[config.mk]
export PLATFORM = sky130hd
export DESIGN_NAME = fetch_seq_ctrl
export DESIGN_NICKNAME = d
export VERILOG_FILES = /design/src/rtl/fetch_seq_ctrl_pkg.sv /design/src/rtl/fetch_wait_timer.sv /design/src/rtl/fetch_seq_ctrl.sv
export SDC_FILE = /design/constraint.sdc
export NUM_CORES = 1
export LEC_CHECK = 0
export ABC_AREA = 1
export CORE_AREA = 5 5 42 44
export DETAILED_ROUTE_END_ITERATION = 8
export DIE_AREA = 0 0 47 49
export DONT_BUFFER_PORTS = 1
export PLACE_DENSITY = 0.62
export SLEW_MARGIN = 5
export SYNTH_ARGS = -nofsm -noshare
export SYNTH_HDL_FRONTEND = slang
export SYNTH_SLANG_ARGS = --single-unit
export TNS_END_PERCENT = 100
[constraint.sdc]
create_clock -name clk -period 1.5 [get_ports clk]
set_input_delay 0.075 -clock clk [delete_from_list [all_inputs] [get_ports clk]]
set_output_delay 0.075 -clock clk [all_outputs]
set_load 0.1 [all_outputs]
[src/rtl/fetch_seq_ctrl_pkg.sv]
// Shared encodings for the fetch sequencer: FSM states and PC-source select codes.
package fetch_seq_ctrl_pkg;

  typedef enum logic [1:0] {
    StBoot  = 2'd0,
    StRun   = 2'd1,
    StDrain = 2'd2,
    StHalt  = 2'd3
  } fetch_state_e;

  localparam logic [1:0] PCSEL_INC = 2'b00;
  localparam logic [1:0] PCSEL_IMM = 2'b01;
  localparam logic [1:0] PCSEL_JLR = 2'b10;
  localparam logic [1:0] PCSEL_BEQ = 2'b11;

  // EX sources should be one-hot; if not, JLR wins over BEQ, BEQ over JAL.
  function automatic logic [1:0] ex_pc_sel(input logic jal, input logic jlr, input logic beq);
    logic [1:0] sel;
    sel = PCSEL_INC;
    if (jlr) begin
      sel = PCSEL_JLR;
    end else if (beq) begin
      sel = PCSEL_BEQ;
    end else if (jal) begin
      sel = PCSEL_IMM;
    end
    return sel;
  endfunction

endpackage

[src/rtl/fetch_wait_timer.sv]
// Saturating count of consecutive imem wait cycles with a sticky timeout flag.
module fetch_wait_timer #(
  parameter int unsigned WAIT_MAX = 15
) (
  input  logic clk_i,
  input  logic rst_i,
  input  logic count_i,
  input  logic clear_i,
  output logic timeout_o
);

  localparam int unsigned CntW = $clog2(WAIT_MAX + 1);
  localparam logic [CntW-1:0] CntMax = CntW'(WAIT_MAX);

  logic [CntW-1:0] cnt_q, cnt_d;
  logic            timeout_q, timeout_d;

  always_comb begin
    cnt_d = cnt_q;
    if (clear_i) begin
      cnt_d = '0;
    end else if (count_i && (cnt_q != CntMax)) begin
      cnt_d = cnt_q + 1'b1;
    end
    timeout_d = timeout_q | (cnt_d == CntMax);
  end

  always_ff @(posedge clk_i) begin
    if (rst_i) begin
      cnt_q     <= '0;
      timeout_q <= 1'b0;
    end else begin
      cnt_q     <= cnt_d;
      timeout_q <= timeout_d;
    end
  end

  assign timeout_o = timeout_q;

endmodule

[src/rtl/fetch_seq_ctrl.sv]
// Fetch-stage sequencer: PC enable/select, redirect arbitration, flushes and wrong-path drain.
// Optional perf counters are enabled by defining FETCH_PERF_CNT_EN.
module fetch_seq_ctrl
  import fetch_seq_ctrl_pkg::*;
#(
  parameter int unsigned WAIT_MAX = 15
`ifdef FETCH_PERF_CNT_EN
  ,
  parameter int unsigned PERF_W = 16
`endif
) (
  input  logic       clk,
  input  logic       rst,
  input  logic       imem_ready_in,
  input  logic       stall_id_in,
  input  logic       halt_id_in,
  input  logic       jal_ex_in,
  input  logic       jlr_ex_in,
  input  logic       beq_taken_ex_in,
  input  logic       r7_wr_wb_in,
  output logic       en_pc_out,
  output logic [1:0] pc_select_ex_out,
  output logic       r7_detect_wb_out,
  output logic       if_valid_out,
  output logic       flush_if_id_out,
  output logic       flush_id_rr_out,
  output logic       flush_rr_ex_out,
  output logic       flush_ex_mem_out,
  output logic       imem_timeout_out,
  output logic [1:0] state_out
`ifdef FETCH_PERF_CNT_EN
  ,
  output logic [PERF_W-1:0] redirect_cnt_out,
  output logic [PERF_W-1:0] stall_cnt_out
`endif
);

  fetch_state_e state_q, state_d;
  logic         live;
  logic         ex_req;
  logic         redirect_r7;
  logic         redirect_ex;
  logic         redirect;

  // BOOT never redirects: the PC has not been loaded yet.
  assign live        = (state_q != StBoot);
  assign ex_req      = jal_ex_in | jlr_ex_in | beq_taken_ex_in;
  assign redirect_r7 = live & r7_wr_wb_in;
  assign redirect_ex = live & ~r7_wr_wb_in & ex_req;
  assign redirect    = redirect_r7 | redirect_ex;

  always_ff @(posedge clk) begin
    if (rst) begin
      state_q <= StBoot;
    end else begin
      state_q <= state_d;
    end
  end

  always_comb begin
    state_d = state_q;
    unique case (state_q)
      StBoot: state_d = StRun;
      StRun: begin
        if (redirect) begin
          // A redirect with a fetch still outstanding leaves a wrong-path response to discard.
          state_d = imem_ready_in ? StRun : StDrain;
        end else if (halt_id_in && !stall_id_in) begin
          state_d = StHalt;
        end
      end
      StDrain: begin
        if (imem_ready_in) begin
          state_d = StRun;
        end
      end
      StHalt: begin
        if (redirect) begin
          state_d = imem_ready_in ? StRun : StDrain;
        end
      end
      default: state_d = StBoot;
    endcase
  end

  always_comb begin
    en_pc_out        = 1'b0;
    pc_select_ex_out = PCSEL_INC;
    r7_detect_wb_out = 1'b0;
    if_valid_out     = 1'b0;
    flush_if_id_out  = 1'b0;
    flush_id_rr_out  = 1'b0;
    flush_rr_ex_out  = 1'b0;
    flush_ex_mem_out = 1'b0;
    if (!rst) begin
      unique case (state_q)
        StRun: begin
          if_valid_out = imem_ready_in;
          en_pc_out    = imem_ready_in & ~stall_id_in & ~halt_id_in;
        end
        StHalt:  flush_if_id_out = 1'b1;
        default: ;
      endcase
      if (redirect_r7) begin
        r7_detect_wb_out = 1'b1;
        en_pc_out        = 1'b1;
        flush_if_id_out  = 1'b1;
        flush_id_rr_out  = 1'b1;
        flush_rr_ex_out  = 1'b1;
        flush_ex_mem_out = 1'b1;
      end else if (redirect_ex) begin
        pc_select_ex_out = ex_pc_sel(jal_ex_in, jlr_ex_in, beq_taken_ex_in);
        en_pc_out        = 1'b1;
        flush_if_id_out  = 1'b1;
        flush_id_rr_out  = 1'b1;
        flush_rr_ex_out  = 1'b1;
      end
    end
  end

  assign state_out = state_q;

  fetch_wait_timer #(
    .WAIT_MAX (WAIT_MAX)
  ) u_wait_timer (
    .clk_i     (clk),
    .rst_i     (rst),
    .count_i   (((state_q == StRun) || (state_q == StDrain)) && !imem_ready_in),
    .clear_i   (imem_ready_in),
    .timeout_o (imem_timeout_out)
  );

`ifdef FETCH_PERF_CNT_EN
  logic [PERF_W-1:0] redirect_cnt_q;
  logic [PERF_W-1:0] stall_cnt_q;

  always_ff @(posedge clk) begin
    if (rst) begin
      redirect_cnt_q <= '0;
      stall_cnt_q    <= '0;
    end else begin
      if (redirect) begin
        redirect_cnt_q <= redirect_cnt_q + 1'b1;
      end
      if (((state_q == StRun) || (state_q == StDrain)) && !en_pc_out) begin
        stall_cnt_q <= stall_cnt_q + 1'b1;
      end
    end
  end

  assign redirect_cnt_out = redirect_cnt_q;
  assign stall_cnt_out    = stall_cnt_q;
`endif

endmodule

# Word level (Yosys, flattened, before mapping)
# Index checks and enable logic that the tools add are counted.
[totals]
latchBits = 0
wordCells = 62
mem_bits_ro = 0
memories = 0
mem_bits_rw = 0
regBits = 7
out_inout_bits = 12
[op_classes]
multipliers = 0
shift = 0
n_eq_ne = 8
div_mod_pow = 0
order_cmp = 0
muxes = 29
add_sub_neg = 1
reduce_logical = 9
bitwise_logic = 12
[ops]
columns = ["operator", "n"]
rows = [
  ["2-to-1 mux 2 bit", 10],
  ["2-to-1 mux 1 bit", 16],
  ["2-to-1 mux 4 bit", 2],
  ["case mux 2 bit (4 select lines)", 1],
  ["AND 1 bit", 5],
  ["adder 4 x 1 -> 4 bit (second input constant)", 1],
  ["equality test 2 bit (second input constant)", 2],
  ["equality test 4 bit (second input constant)", 1],
  ["!= test 2 bit (second input constant)", 2],
  ["!= test 4 bit (second input constant)", 1],
  ["OR 1 bit", 4],
  ["logical AND 1 bit", 3],
  ["!= test 3 bit (second input constant)", 1],
  ["inverter 1 bit", 3],
  ["AND reduction 3 bit", 1],
  ["equality test 2 x 1 -> 1 bit (second input constant)", 1],
  ["logical NOT 1 bit", 2],
  ["logical NOT 2 bit", 1],
  ["nonzero test 2 bit", 1],
  ["logical OR 1 bit", 1],
]

# Depth between registers and ports, before layout
[logic_depth]
ltp_word = 8
ltp_mapped = 9
mapped_depth_nobuf = 9

# By module
# From an unflattened synthesis, not the netlist that was laid out.
[hier_totals]
hier_cells = 92
area_unflattened_um2 = 578.1
[by_module_without_submodules]
columns = ["mod", "seq_area_each_um2", "cells_each", "area_each_um2", "n_inst"]
rows = [
  ["fetch_seq_ctrl", 40.0, 53, 312.8, 1],
  ["fetch_wait_timer", 100.1, 39, 265.3, 1],
]

# Worst setup path after synthesis
# No wires, ideal clock.
[synth_timing]
path_type = "reg2out"
from = "register state_q[0], in the netlist state_out[0]"
to = "output en_pc_out"
arrival_ps = 3703
n_path_buf = 0
stages_incl_launch_ff = 4
path_slack_ps = -2278
cell_sequence = "dfxtp_1 ha_1 nand3_1 o32ai_1"
[synth_via]
elab_chain_cells = 6
word_cells_on_any_way = 9
[synth_lines]
columns = ["item", "line", "text"]
rows = [
  ["start: declaration", "fetch_seq_ctrl.sv:38", "fetch_state_e state_q, state_d;"],
  ["start signal: assignment", "fetch_seq_ctrl.sv:54", "state_q <= StBoot;"],
  ["start signal: assignment", "fetch_seq_ctrl.sv:56", "state_q <= state_d;"],
  ["nonzero test 2 bit", "fetch_seq_ctrl.sv:46", "assign live = (state_q != StBoot);"],
  ["AND 1 bit (2 in series)", "fetch_seq_ctrl.sv:49", "assign redirect_ex = live & ~r7_wr_wb_in & ex_req;"],
  ["2-to-1 mux 1 bit", "fetch_seq_ctrl.sv:111", "end else if (redirect_ex) begin"],
  ["2-to-1 mux 1 bit (*)", "fetch_seq_ctrl.sv:104", "if (redirect_r7) begin"],
  ["2-to-1 mux 1 bit (*)", "fetch_seq_ctrl.sv:95", "if (!rst) begin"],
  ["end: declaration", "fetch_seq_ctrl.sv:21", "output logic en_pc_out,"],
]
# Mark *: on every way between the ends. The rest lies on a longest branch, timed or not.

# Worst setup path in the final report
[layout_timing]
from = "register state_q[1], in the netlist state_out[1]"
to = "output en_pc_out"
# Same word-level chain as after synthesis.

==> impl_metrics.csv <==
group,metric,value,unit
outcome,status,"finished, final reports clean",
global_route,grt_remaining_overflow,0,
power,powerDensity,2120,mW/mm2
clocking,insertion_delay,0.25,ns
cells_and_area,final_cell_mix,"nand2_1 (22), nor2_1 (12), inv_1 (12)",
logic_synthesis,avgSynthCellArea,6.07,um2
worst_setup_path,critPathTopFamily,"flip-flops",
worst_setup_path,path_max_fanout,4,
worst_setup_path,end_kind,"output pin",
worst_setup_path,crit_required,1.42,ns
place,io_buffers,0,
place,gp_congestion,0.796,
logic_synthesis,syn_area,564,um2
clocking,cts_tree,"yes",
timing,finalHoldViolations,0,
logic_synthesis,synth_top_area_share,24.8,%
logic_synthesis,synth_top_area_cell,"dfxtp_1",
cells_and_area,final_nets,122,
global_route,antenna_found_initial,0,
timing,rsz0062_at_grt,"yes",
cells_and_area,fin_util,66.5,%
routing,drc,0,
logic_synthesis,synth_cell_types,19,
timing,slew_violations,0,
global_route,grt_pass1_wl,2200,um
clocking,clockBufferDepth,2,
logic_synthesis,synth_seq_cells,7,
worst_setup_path,cp_cell_sequence,"inv_6 -> ha_4 -> nand3_4 -> o32ai_4 -> buf_12",
routing,routedWlPerCell,11.0,um
timing,setup_viol,0,
place,post-dp-hpwl,1100,um
power,p_leak,0.434,nW
routing,wl,1360,um
clocking,clk_pin_slew,0.05,ns
timing,max_freq,689,MHz
die,io_pins,21,
clocking,root_buffer,"clkbuf_4",
timing,tightest_slew,0.277,ns
cells_and_area,drive_gt1_share,36.4,%
routing,avgViaCountPerCell,4.97,
timing,clock_skew,0.00184,ns
die,die_w,47,um
cells_and_area,fillers,115,
logic_synthesis,yosys_warnings,0,
die,fp.dieH,49,um
place,pre_cts_ws,0.166,ns
worst_setup_path,crit_type,"flop to output pin",
routing,num_vias,611,
die,design.core.area,0.00140,mm2
die,start_util,40.3,%
routing,firstDrtPassIters,4,
cells_and_area,area_growth,65.2,%
global_route,grt_max_degree,10,
hold_path,hp-class,"input port to flop",
timing,relSlewSlack,81.5,%
worst_setup_path,worstPathArrival,1.38,ns
worst_setup_path,cp-start-kind,"flop",
run,cap_violations,0,
worst_setup_path,crit_buf_inv,2,
timing,period_share,96.7,%
global_route,grt_pass1_vias,536,
logic_synthesis,synth_fp_nets,107,
cells_and_area,diodes,0,
die,rows,14,
worst_setup_path,cpMaxStageDelayCell,"dfxtp_4",
worst_setup_path,slowest_delay,0.36,ns
cells_and_area,final_common_cell,"nand2_1",
logic_synthesis,synth.area.top_cells,"dfxtp_1 (25%), nand2_1 (17%), ha_1 (11%)",
timing,period_minus_slack,1.45,ns
die,die-area,0.00230,mm2
routing,drtIter0Drc,10,
clocking,cts_inserted_buffers,3,
logic_synthesis,postSynthCellCount,93,
routing,ant_nets,0,
clocking,cts.htree.levels,1,
logic_synthesis,seq_area_frac_synth,24.8,%
global_route,grt_usage,12.7,%
power,vdd_drop_max,1.54,mV
timing,setup_ws,0.0490,ns
clocking,cts.sinks,7,
where the power goes:
| group | switching (mW) | internal (mW) | total [mW] |
|---|---|---|---|
| registers | 0.0536 | 0.238 | 0.292 |
| logic | 1.03 | 0.481 | 1.51 |
| clock network | 0.0711 | 0.102 | 0.173 |
per-stage QoR:
step	hold WS [ns]	instance area (um2)	power (mW)	cells	setup TNS [ns]
floorplan	0.255	693	1.46	93	-1.54
global placement	0.148	851	1.72	117	0
finish	0.0273	932	1.98	123	0
detailed placement	0.150	851	1.73	117	0
global route	0.0266	932	2.11	123	-0.0937
CTS	-0.121	912	1.98	122	-0.0209
path summary, 6_finish.rpt:
path / start / endpoint / slack, ns / cells after the start
hold reg to reg: u_wait_timer.timeout_o / u_wait_timer.timeout_o / 0.48 / 2
hold / removal: imem_ready_in / u_wait_timer.cnt_q[1] / 0.03 / 3
setup reg to reg: state_out[0] / u_wait_timer.timeout_o / 0.15 / 8
setup / recovery: state_out[1] / en_pc_out / 0.05 / 5
tightest hold or removal path: cells and delay by family:
family,cells,cell delay [ns]
simple gates,2,0.10
compound gates,1,0.06
per-layer routing:
metal | vias to the layer above | GRT usage (%) | part of all wire, %
met5 | - | 0 | 0
met4 | 0 | 6.91 | 0.66
met3 | 2 | 2.58 | 9.3
met2 | 25 | 18.3 | 47
met1 | 269 | 17.1 | 43
li1 | 315 | - | -
cells by family after synthesis:
logic type               Yosys count  share of synthesized area [%]
AO/OA/AOI/OAI                      7                           7.54
AND/OR/NAND/NOR                   55                           42.4
adder cells (fa/ha/maj)            5                           11.1
buffers and inverters             19                           14.2
flip-flops                         7                           24.8
Yosys cell counts (all sizes together):
library cell   n
ha             5
nor2          17
inv           16
o32ai          1
nand4          1
a21oi          3
o21ai          3
nor3           1
nand3          9
dfxtp          7
nand2         27
buf            3
repair_timing:
| action | CTS | global route |
|---|---|---|
| pin swaps | 4 | 2 |
| endpoints found under the hold margin | 3 | 3 |
| resized for setup | 5 | 2 |
| buffers inserted | 1 | 0 |
| setup endpoints to repair | 2 | 4 |
registers in the layout, indices dropped and copies added (netlist names):
name / flops
u_wait_timer.timeout_o: 1
state_out: 2
u_wait_timer.cnt_q: 4
layout make-up:
cell class,instances,area (um2),area share [%]
Tap cell,16,20.0,2.15
Clock buffer,4,26.3,2.82
Multi-Input combinational cell,67,470,50.5
Sequential cell,7,148,15.8
Timing Repair Buffer,13,200,21.5
Inverter,16,67.6,7.25
(Power assumes the default switching activity.)
